### config.mk
export PLATFORM = sky130hd
export DESIGN_NAME = gmii_tx_sched
export DESIGN_NICKNAME = d
export VERILOG_FILES = /design/src/rtl/gmii_tx_sched_pkg.sv /design/src/rtl/gmii_tx_prio_arb.sv /design/src/rtl/gmii_tx_sched.sv
export SDC_FILE = /design/constraint.sdc
export NUM_CORES = 1
export LEC_CHECK = 0
export CORE_MARGIN = 3
export CORE_UTILIZATION = 54
export DETAILED_ROUTE_END_ITERATION = 16
export GPL_ROUTABILITY_DRIVEN = 0
export PLACE_DENSITY = 0.95
export SLEW_MARGIN = 20
export SYNTH_ARGS = -nofsm -noshare
export SYNTH_HDL_FRONTEND = slang
export SYNTH_SLANG_ARGS = --single-unit
### constraint.sdc
create_clock -name gmii_tx_clk -period 5.4 [get_ports gmii_tx_clk]
set_input_delay 0.54 -clock gmii_tx_clk [delete_from_list [all_inputs] [get_ports gmii_tx_clk]]
set_output_delay 0.54 -clock gmii_tx_clk [all_outputs]
set_load 0.02 [all_outputs]
### src/rtl/gmii_tx_sched_pkg.sv
// Shared types and constants for the two-queue GMII transmit scheduler.
package gmii_tx_sched_pkg;

    typedef enum logic [2:0] {
        IDLE,
        PRE,
        SFD,
        DATA,
        DRAIN,
        IFG
    } state_t;

    localparam logic [7:0] PREAMBLE_BYTE = 8'h55;
    localparam logic [7:0] SFD_BYTE      = 8'hD5;

    localparam int unsigned DEF_PRE_BYTES = 7;
    localparam int unsigned DEF_IFG_BYTES = 12;
    localparam int unsigned DEF_CNT_W     = 32;

endpackage

### src/rtl/gmii_tx_prio_arb.sv
// Combinational TSN-gate eligibility and strict-priority pick between two ports.
module gmii_tx_prio_arb (
    input  logic [1:0] valid,
    input  logic [1:0] gate,
    output logic       grant_idx,
    output logic       hit
);

    logic [1:0] elig;

    always_comb begin
        elig      = valid & gate;
        hit       = |elig;
        // port 0 always wins when eligible
        grant_idx = ~elig[0] & elig[1];
    end

endmodule

### src/rtl/gmii_tx_sched.sv
// Shares one GMII TX interface between a time-critical port 0 and a best-effort port 1,
// adding preamble/SFD, inter-frame gap and underrun handling.
module gmii_tx_sched
    import gmii_tx_sched_pkg::*;
#(
    parameter int unsigned PRE_BYTES = DEF_PRE_BYTES,
    parameter int unsigned IFG_BYTES = DEF_IFG_BYTES,
    parameter int unsigned CNT_W     = DEF_CNT_W
) (
    input  logic             gmii_tx_clk,
    input  logic             rst,
    input  logic [7:0]       s_data_0,
    input  logic             s_valid_0,
    input  logic             s_last_0,
    output logic             s_ready_0,
    input  logic [7:0]       s_data_1,
    input  logic             s_valid_1,
    input  logic             s_last_1,
    output logic             s_ready_1,
    input  logic [1:0]       tx_gate,
    output logic [7:0]       gmii_txd,
    output logic             gmii_tx_en,
    output logic             gmii_tx_er,
    output logic [CNT_W-1:0] tx_frames_0,
    output logic [CNT_W-1:0] tx_frames_1,
    output logic [15:0]      underrun_cnt
);

    localparam logic [15:0] PRE_LAST = 16'(PRE_BYTES - 1);
    localparam logic [15:0] IFG_LAST = 16'(IFG_BYTES - 2);

    state_t      state_q, state_d;
    logic        grant_q, grant_d;
    logic [15:0] ph_cnt_q, ph_cnt_d;
    logic [7:0]  txd_d;
    logic        en_d, er_d;
    logic        frame_done, underrun;
    logic        arb_idx, arb_hit;
    logic [7:0]  g_data;
    logic        g_valid, g_last, accepting;

    gmii_tx_prio_arb u_arb (
        .valid     ({s_valid_1, s_valid_0}),
        .gate      (tx_gate),
        .grant_idx (arb_idx),
        .hit       (arb_hit)
    );

    always_comb begin
        g_data    = grant_q ? s_data_1  : s_data_0;
        g_valid   = grant_q ? s_valid_1 : s_valid_0;
        g_last    = grant_q ? s_last_1  : s_last_0;
        accepting = (state_q == DATA) || (state_q == DRAIN);
        s_ready_0 = accepting && !grant_q;
        s_ready_1 = accepting &&  grant_q;
    end

    always_comb begin
        state_d    = state_q;
        grant_d    = grant_q;
        ph_cnt_d   = ph_cnt_q;
        txd_d      = '0;
        en_d       = 1'b0;
        er_d       = 1'b0;
        frame_done = 1'b0;
        underrun   = 1'b0;
        case (state_q)
            IDLE: begin
                if (arb_hit) begin
                    grant_d  = arb_idx;
                    ph_cnt_d = '0;
                    state_d  = PRE;
                end
            end
            PRE: begin
                txd_d = PREAMBLE_BYTE;
                en_d  = 1'b1;
                if (ph_cnt_q == PRE_LAST) begin
                    ph_cnt_d = '0;
                    state_d  = SFD;
                end else begin
                    ph_cnt_d = ph_cnt_q + 16'd1;
                end
            end
            SFD: begin
                txd_d   = SFD_BYTE;
                en_d    = 1'b1;
                state_d = DATA;
            end
            DATA: begin
                en_d = 1'b1;
                if (g_valid) begin
                    txd_d = g_data;
                    if (g_last) begin
                        frame_done = 1'b1;
                        ph_cnt_d   = '0;
                        state_d    = IFG;
                    end
                end else begin
                    // upstream starved mid-frame: poison the wire and swallow the rest
                    er_d     = 1'b1;
                    underrun = 1'b1;
                    state_d  = DRAIN;
                end
            end
            DRAIN: begin
                if (g_valid && g_last) begin
                    ph_cnt_d = '0;
                    state_d  = IFG;
                end
            end
            IFG: begin
                if (ph_cnt_q == IFG_LAST) begin
                    ph_cnt_d = '0;
                    state_d  = IDLE;
                end else begin
                    ph_cnt_d = ph_cnt_q + 16'd1;
                end
            end
            default: state_d = IDLE;
        endcase
    end

    always_ff @(posedge gmii_tx_clk) begin
        if (rst) begin
            state_q      <= IDLE;
            grant_q      <= 1'b0;
            ph_cnt_q     <= '0;
            gmii_txd     <= '0;
            gmii_tx_en   <= 1'b0;
            gmii_tx_er   <= 1'b0;
            tx_frames_0  <= '0;
            tx_frames_1  <= '0;
            underrun_cnt <= '0;
        end else begin
            state_q    <= state_d;
            grant_q    <= grant_d;
            ph_cnt_q   <= ph_cnt_d;
            gmii_txd   <= txd_d;
            gmii_tx_en <= en_d;
            gmii_tx_er <= er_d;
            if (frame_done && !grant_q) tx_frames_0 <= tx_frames_0 + CNT_W'(1);
            if (frame_done &&  grant_q) tx_frames_1 <= tx_frames_1 + CNT_W'(1);
            if (underrun && underrun_cnt != 16'hFFFF) underrun_cnt <= underrun_cnt + 16'd1;
        end
    end

endmodule
==> impl_metrics.tcl, run 1 <==
set metrics [dict create \
    synthesis.area_um2 5240 \
    synth_area_per_cell_um2 8.23 \
    drive_gt1_share_pct 3.23 \
    period_needed_ns 3.20 \
    die_area_um2 10900 \
    start_kind "register" \
    cp_data_required_time_ns 5.70 \
    first_pass_iters 5 \
    clock_latency_ns 0.38 \
    die_x_um 105 \
    clk_pin_slew_ns 0.10 \
    fin_cells 871 \
    portBuffers 115 \
    fin_area_um2 6630 \
    syn_inst 637 \
    dpl.hpwl_um 9970 \
    drcViolationCount 0 \
    design.core.area_um2 9330 \
    reg2reg_from "grant_q" \
    clockBufferDepth 2 \
    setup_viol_count_final 0 \
    clockRootBuffer "clkbuf_8" \
    fin_ws_ns 2.20 \
    rsz0062_at_grt "false" \
    antenna_cells 0 \
    tns_ns 0 \
    start_util_pct 56.2 \
    worstSetupPathType "reg -> reg" \
    cp_slowest_cell "dfxtp_1" \
    synth.most_common_cell "dfxtp_1" \
    drtIter0Drc 289 \
    cpPeakStageDelay_ns 0.84 \
    dieHeight_um 105 \
    seq_area_frac_synth_pct 42.0 \
    hold_viol 0 \
    crit_start "grant_q" \
    cts_made_buffers 9 \
    final_max_slew_viol_count 0 \
    via_count 5100 \
    p_per_area_nw_per_um2 215 \
    yosysWarnings 0 \
    synth_top_area_share_pct 42.0 \
    synthDistinctLibCells 50 \
    outcome "completed" \
    netlist_top_cells_count "dfxtp_1, nor2_1, nand2_1, nand3_1, xnor2_1" \
    htreeDepth 3 \
    whs_path_depth 2 \
    grt_pass1_vias 4992 \
    synthToLayoutAreaGrowth_pct 26.5 \
    grt-ovfl-total 0 \
    placed_cell_area_um2 6450 \
    endpoint_kind "register" \
    antenna_left 0 \
    synth-edff-count 0 \
    grt_max_degree 92 \
    slew_headroom_pct 39.9 \
    reg2reg_depth 5 \
    io_pins 116 \
    clock_sinks 110 \
    postSynth.asyncResetShare_pct 0 \
    yosysTopAreaCell "dfxtp_1" \
    crit_family "simple AND/OR/NAND/NOR gates" \
    grt_pass1_wl_um 23400 \
    num-nets-final 766 \
    r2r_slack_ns 2.20 \
    post_cts_buffers 0 \
    synthTopCellsByArea "dfxtp_1, xnor2_1, nor2_1" \
    cts_hold_buf 0 \
    syn_nets 666 \
    maxCapViolCount 0 \
    dp_slack_ns 2.03 \
    whs_endpoint "grant_q" \
    critPathMaxFanout 18 \
    grt_antenna_before_repair 0 \
    worst_slew_pin_slew_ns 0.902 \
    crit_chain "mux2_2 > nand4_1 > or4_4 > or3_1 > a21oi_1" \
    rows 35 \
    fin_skew_ns 0.0169 \
    cts_resized 0 \
    r2r_end "tx_frames_0[29]" \
    cp_num_buf_inv 0 \
    synth-seq-cells 110 \
    hp-start "rst" \
    dp_cells 855 \
    routed_wl_um 13800 \
    cts_tree "yes" \
    max_freq_mhz 312 \
    wl_per_cell_um 15.9 \
    track_usage_pct 25.5 \
    peakVddDrop_mv 0.193 \
    min_period_over_period_pct 59.3 \
    cp.arrival_ns 3.50 \
    viasPerCell 5.86 \
    hold_path_class "in -> reg" \
    synth_flop_cell "dfxtp_1" \
    p_leak_nw 2.14 \
]
[cells in the final DEF, fill, tap and decap left out, types with 22 or more instances in the layout]
cell type / Yosys / routed
xnor2_1: 40 / 40
nor2_1: 84 / 84
or3_1: 26 / 26
dfxtp_1: 110 / 110
nand2_1: 46 / 46
o21ai_0: 29 / 29
clkdlybuf4s50_1: 0 / 114
a21oi_1: 27 / 27
nor3_1: 31 / 31
nand4_1: 22 / 22
nor4_1: 22 / 22
nand3_1: 40 / 40
[final cells by class]
cell class	instances	area (um2)
clock inverters	6	57.6
inverters	17	63.8
fillers	709	2690
flip-flops and latches	110	2200
repair buffers	117	1160
clock buffers	10	128
multi-input cells	482	2860
well taps	129	161
[cell families (layout without fill, tap and decap cells)]
group	Yosys count	after routing	synth area share, %
adders and majority gates	5	5	1.19
AOI/OAI and AO/OA	81	81	9.23
xor gates and xnor gates	58	58	9.69
and+or+nand+nor	325	325	31.9
muxes	13	13	2.53
DFF	110	110	42.0
buffers and inverters	45	150	3.48
[how the worst max path moves through the flow]
stage / cells after the start / slack, ns / endpoint
global placement: 6 / 2.19 / tx_frames_0[29]
floorplan: 7 / 3.14 / tx_frames_1[28]
CTS: 5 / 2.23 / tx_frames_0[29]
finish: 5 / 2.20 / tx_frames_0[29]
global route: 5 / 1.96 / tx_frames_0[29]
detailed placement: 6 / 2.03 / tx_frames_0[29]
[per-stage QoR]
stage | utilization (%) | power (mW) | hold WS [ns]
2_1_floorplan | - | 0.919 | 0.451
3_3_place_gp | 69.1 | 0.958 | 0.467
3_5_place_dp | 69.1 | 0.962 | 0.477
4_1_cts | 71.1 | 1.43 | 0.430
5_1_grt | 71.1 | 1.47 | 0.444
6_report | 71.1 | 1.42 | 0.445
[routing by layer]
metal	wire length, um	global-route usage [%]	vias up
li1	-	-	2473
met3	1040	6.61	32
met5	0	0	-
met1	5540	29.3	2390
met2	6870	44.9	205
met4	373	10.4	0
[registers in the layout, summed over array words and instances (netlist names)]
| name | flops |
|---|---|
| tx_frames_0 | 32 |
| tx_frames_1 | 32 |
| ph_cnt_q | 16 |
| underrun_cnt | 16 |
| gmii_txd | 8 |
| state_q | 3 |
| gmii_tx_en | 1 |
| gmii_tx_er | 1 |
| grant_q | 1 |
[where the power goes]
| group | internal, mW | leakage, nW | switching [mW] |
|---|---|---|---|
| Sequential | 0.820 | 0.887 | 0.0129 |
| Clock | 0.182 | 0.0961 | 0.299 |
| Combinational | 0.0497 | 1.15 | 0.0612 |
Note: power is estimated with default switching activity, not from simulation.
==> run 2: changes to the inputs <==
Settings changed: CORE_UTILIZATION 54 to 51, PLACE_DENSITY 0.95 to 0.91.
Clock period 5.4 ns to 3.05 ns, I/O delays scaled along.
==> run 2 against run 1 <==
  * Utilization is 3.3 points lower
  * Count of clock-buffer cells in the layout is 1 higher
  * Highest routed layer unchanged
  * Via count is 0.45% higher
  * Die area is 5.5% higher
  * Combinational power is 87% higher
  * Critical endpoint is now s_ready_1
==> impl_metrics.tcl, run 2 (same netlist as run 1, synthesis figures left out) <==
set metrics [dict create \
    outcome "completed" \
    p_seq_share_pct 55.9 \
    grt_max_degree 84 \
    worst_slew_pin_slew_ns 0.851 \
    fin_skew_ns 0.0136 \
    r2r_end "tx_frames_1[26]" \
    cts_resized 0 \
    layout_commonest_cell "clkdlybuf4s50_1" \
    setup_viol_count_final 0 \
    p_per_area_nw_per_um2 393 \
    rsz0062_at_grt "false" \
    tns_ns 0 \
    p_sw_share_pct 23.7 \
    fin_area_um2 6690 \
    period_needed_ns 2.45 \
    design.core.area_um2 9860 \
    final_max_slew_viol_count 0 \
    grt_pass1_wl_um 22900 \
    clock_latency_ns 0.37 \
    antenna_cells 0 \
    dpl.hpwl_um 10100 \
    antenna_left 0 \
    max_freq_mhz 408 \
    rows 36 \
    p_sw_mw 0.622 \
    die_x_um 107 \
    cts_hold_buf 0 \
    worstSetupPathType "reg -> out" \
    peakVddDrop_mv 0.231 \
    start_kind "register" \
    endpoint_kind "primary output" \
    grt-ovfl-total 0 \
    internal_power_mw 2.01 \
    total_power_mw 2.63 \
    via_count 5123 \
    dp_cells 862 \
    fillers 781 \
    fin_util_pct 67.8 \
    cts_made_buffers 9 \
    drcViolationCount 0 \
    p_clk_share_pct 36.2 \
    drtIter0Drc 303 \
    dp_slack_ns 0.319 \
    first_pass_iters 5 \
    min_period_over_period_pct 80.4 \
    grt_pass1_vias 4998 \
    clk_pin_slew_ns 0.10 \
    cts_tree "yes" \
    viasPerCell 5.83 \
    reg2reg_depth 5 \
    critPathMaxFanout 15 \
    holdWs_ns 0.354 \
    pwr-share-comb_pct 7.9 \
    hold_viol 0 \
    maxCapViolCount 0 \
    num-nets-final 769 \
    routed_wl_um 13900 \
    hp-start "rst" \
    die_area_um2 11500 \
    clockRootBuffer "clkbuf_8" \
    r2r_slack_ns 0.62 \
    fin_cells 878 \
    cp.arrival_ns 2.15 \
    largestRegisters "tx_frames_0: 32 flops, tx_frames_1: 32 flops" \
    io_pins 116 \
    clock_sinks 110 \
    placed_cell_area_um2 6480 \
    clockBufferDepth 2 \
    grt_antenna_before_repair 0 \
    track_usage_pct 24.1 \
    dieHeight_um 107 \
    wl_per_cell_um 15.8 \
    post_cts_buffers 0 \
    portBuffers 115 \
    fin_ws_ns 0.599 \
    cp_data_required_time_ns 2.74 \
    whs_path_depth 2 \
    final_cell_mix "clkdlybuf4s50_1, dfxtp_1, nor2_1" \
    hold_path_class "in -> reg" \
    p_leak_nw 2.15 \
    slew_headroom_pct 43.3 \
    synthToLayoutAreaGrowth_pct 27.6 \
    whs_endpoint "grant_q" \
    start_util_pct 53.2 \
    drive_gt1_share_pct 3.49 \
    reg2reg_from "state_q[0]" \
    htreeDepth 3 \
]
[run 2: changes by cell type in the layout (fill, tap and decap cells not counted)]
cell / delta
inv_8: -2
clkinvlp_4: +2
bufinv_16: +2
clkbuf_1: +1
inv_6: -4
clkinv_4: +1
buf_4: +3
[run 2: power groups by stage]
stage / Combinational (mW) / Clock [mW] / Sequential (mW)
after floorplan: 0.123 / 0 / 1.50
after global placement: 0.197 / 0 / 1.50
after detailed placement: 0.205 / 0 / 1.50
after CTS: 0.207 / 0.967 / 1.47
after global routing: 0.224 / 1.02 / 1.47
final: 0.208 / 0.951 / 1.47
[run 2: routing by layer]
layer  routed length, um  global-route usage, %  vias to the layer above
met5                   0                      0                        -
li1                    -                      -                     2470
met2                6840                   42.8                      183
met3                 959                   6.48                       32
met4                 340                   8.39                        0
met1                5730                   27.9                     2438
[run 2: cell type report]
type	instances	area, um2	share of cell area, %
multi-input cells	482	2860	42.7
flip-flops and latches	110	2200	32.9
repair buffers	120	1180	17.7
well taps	133	166	2.49
clock buffers	11	131	1.96
clock inverters	5	83.8	1.25
inverters	17	63.8	0.954
[run 2: critical path: stages (launching register included)]
cell	delay (ns)
dfxtp_1	0.60
and3b_1	0.33
a21oi_1	0.23
nor2b_1	0.08
clkdlybuf4s50_1	0.54
[run 2: how the worst max path moves through the flow]
stage                         startpoint         endpoint  slack, ns
after floorplan           tx_frames_1[9]  tx_frames_1[28]       0.79
after global placement         s_valid_0  tx_frames_1[24]       0.43
after detailed placement       s_valid_0  tx_frames_1[28]       0.32
after CTS                     state_q[0]        s_ready_1       0.61
after global routing          state_q[0]  tx_frames_1[26]       0.42
final                         state_q[2]        s_ready_1       0.60
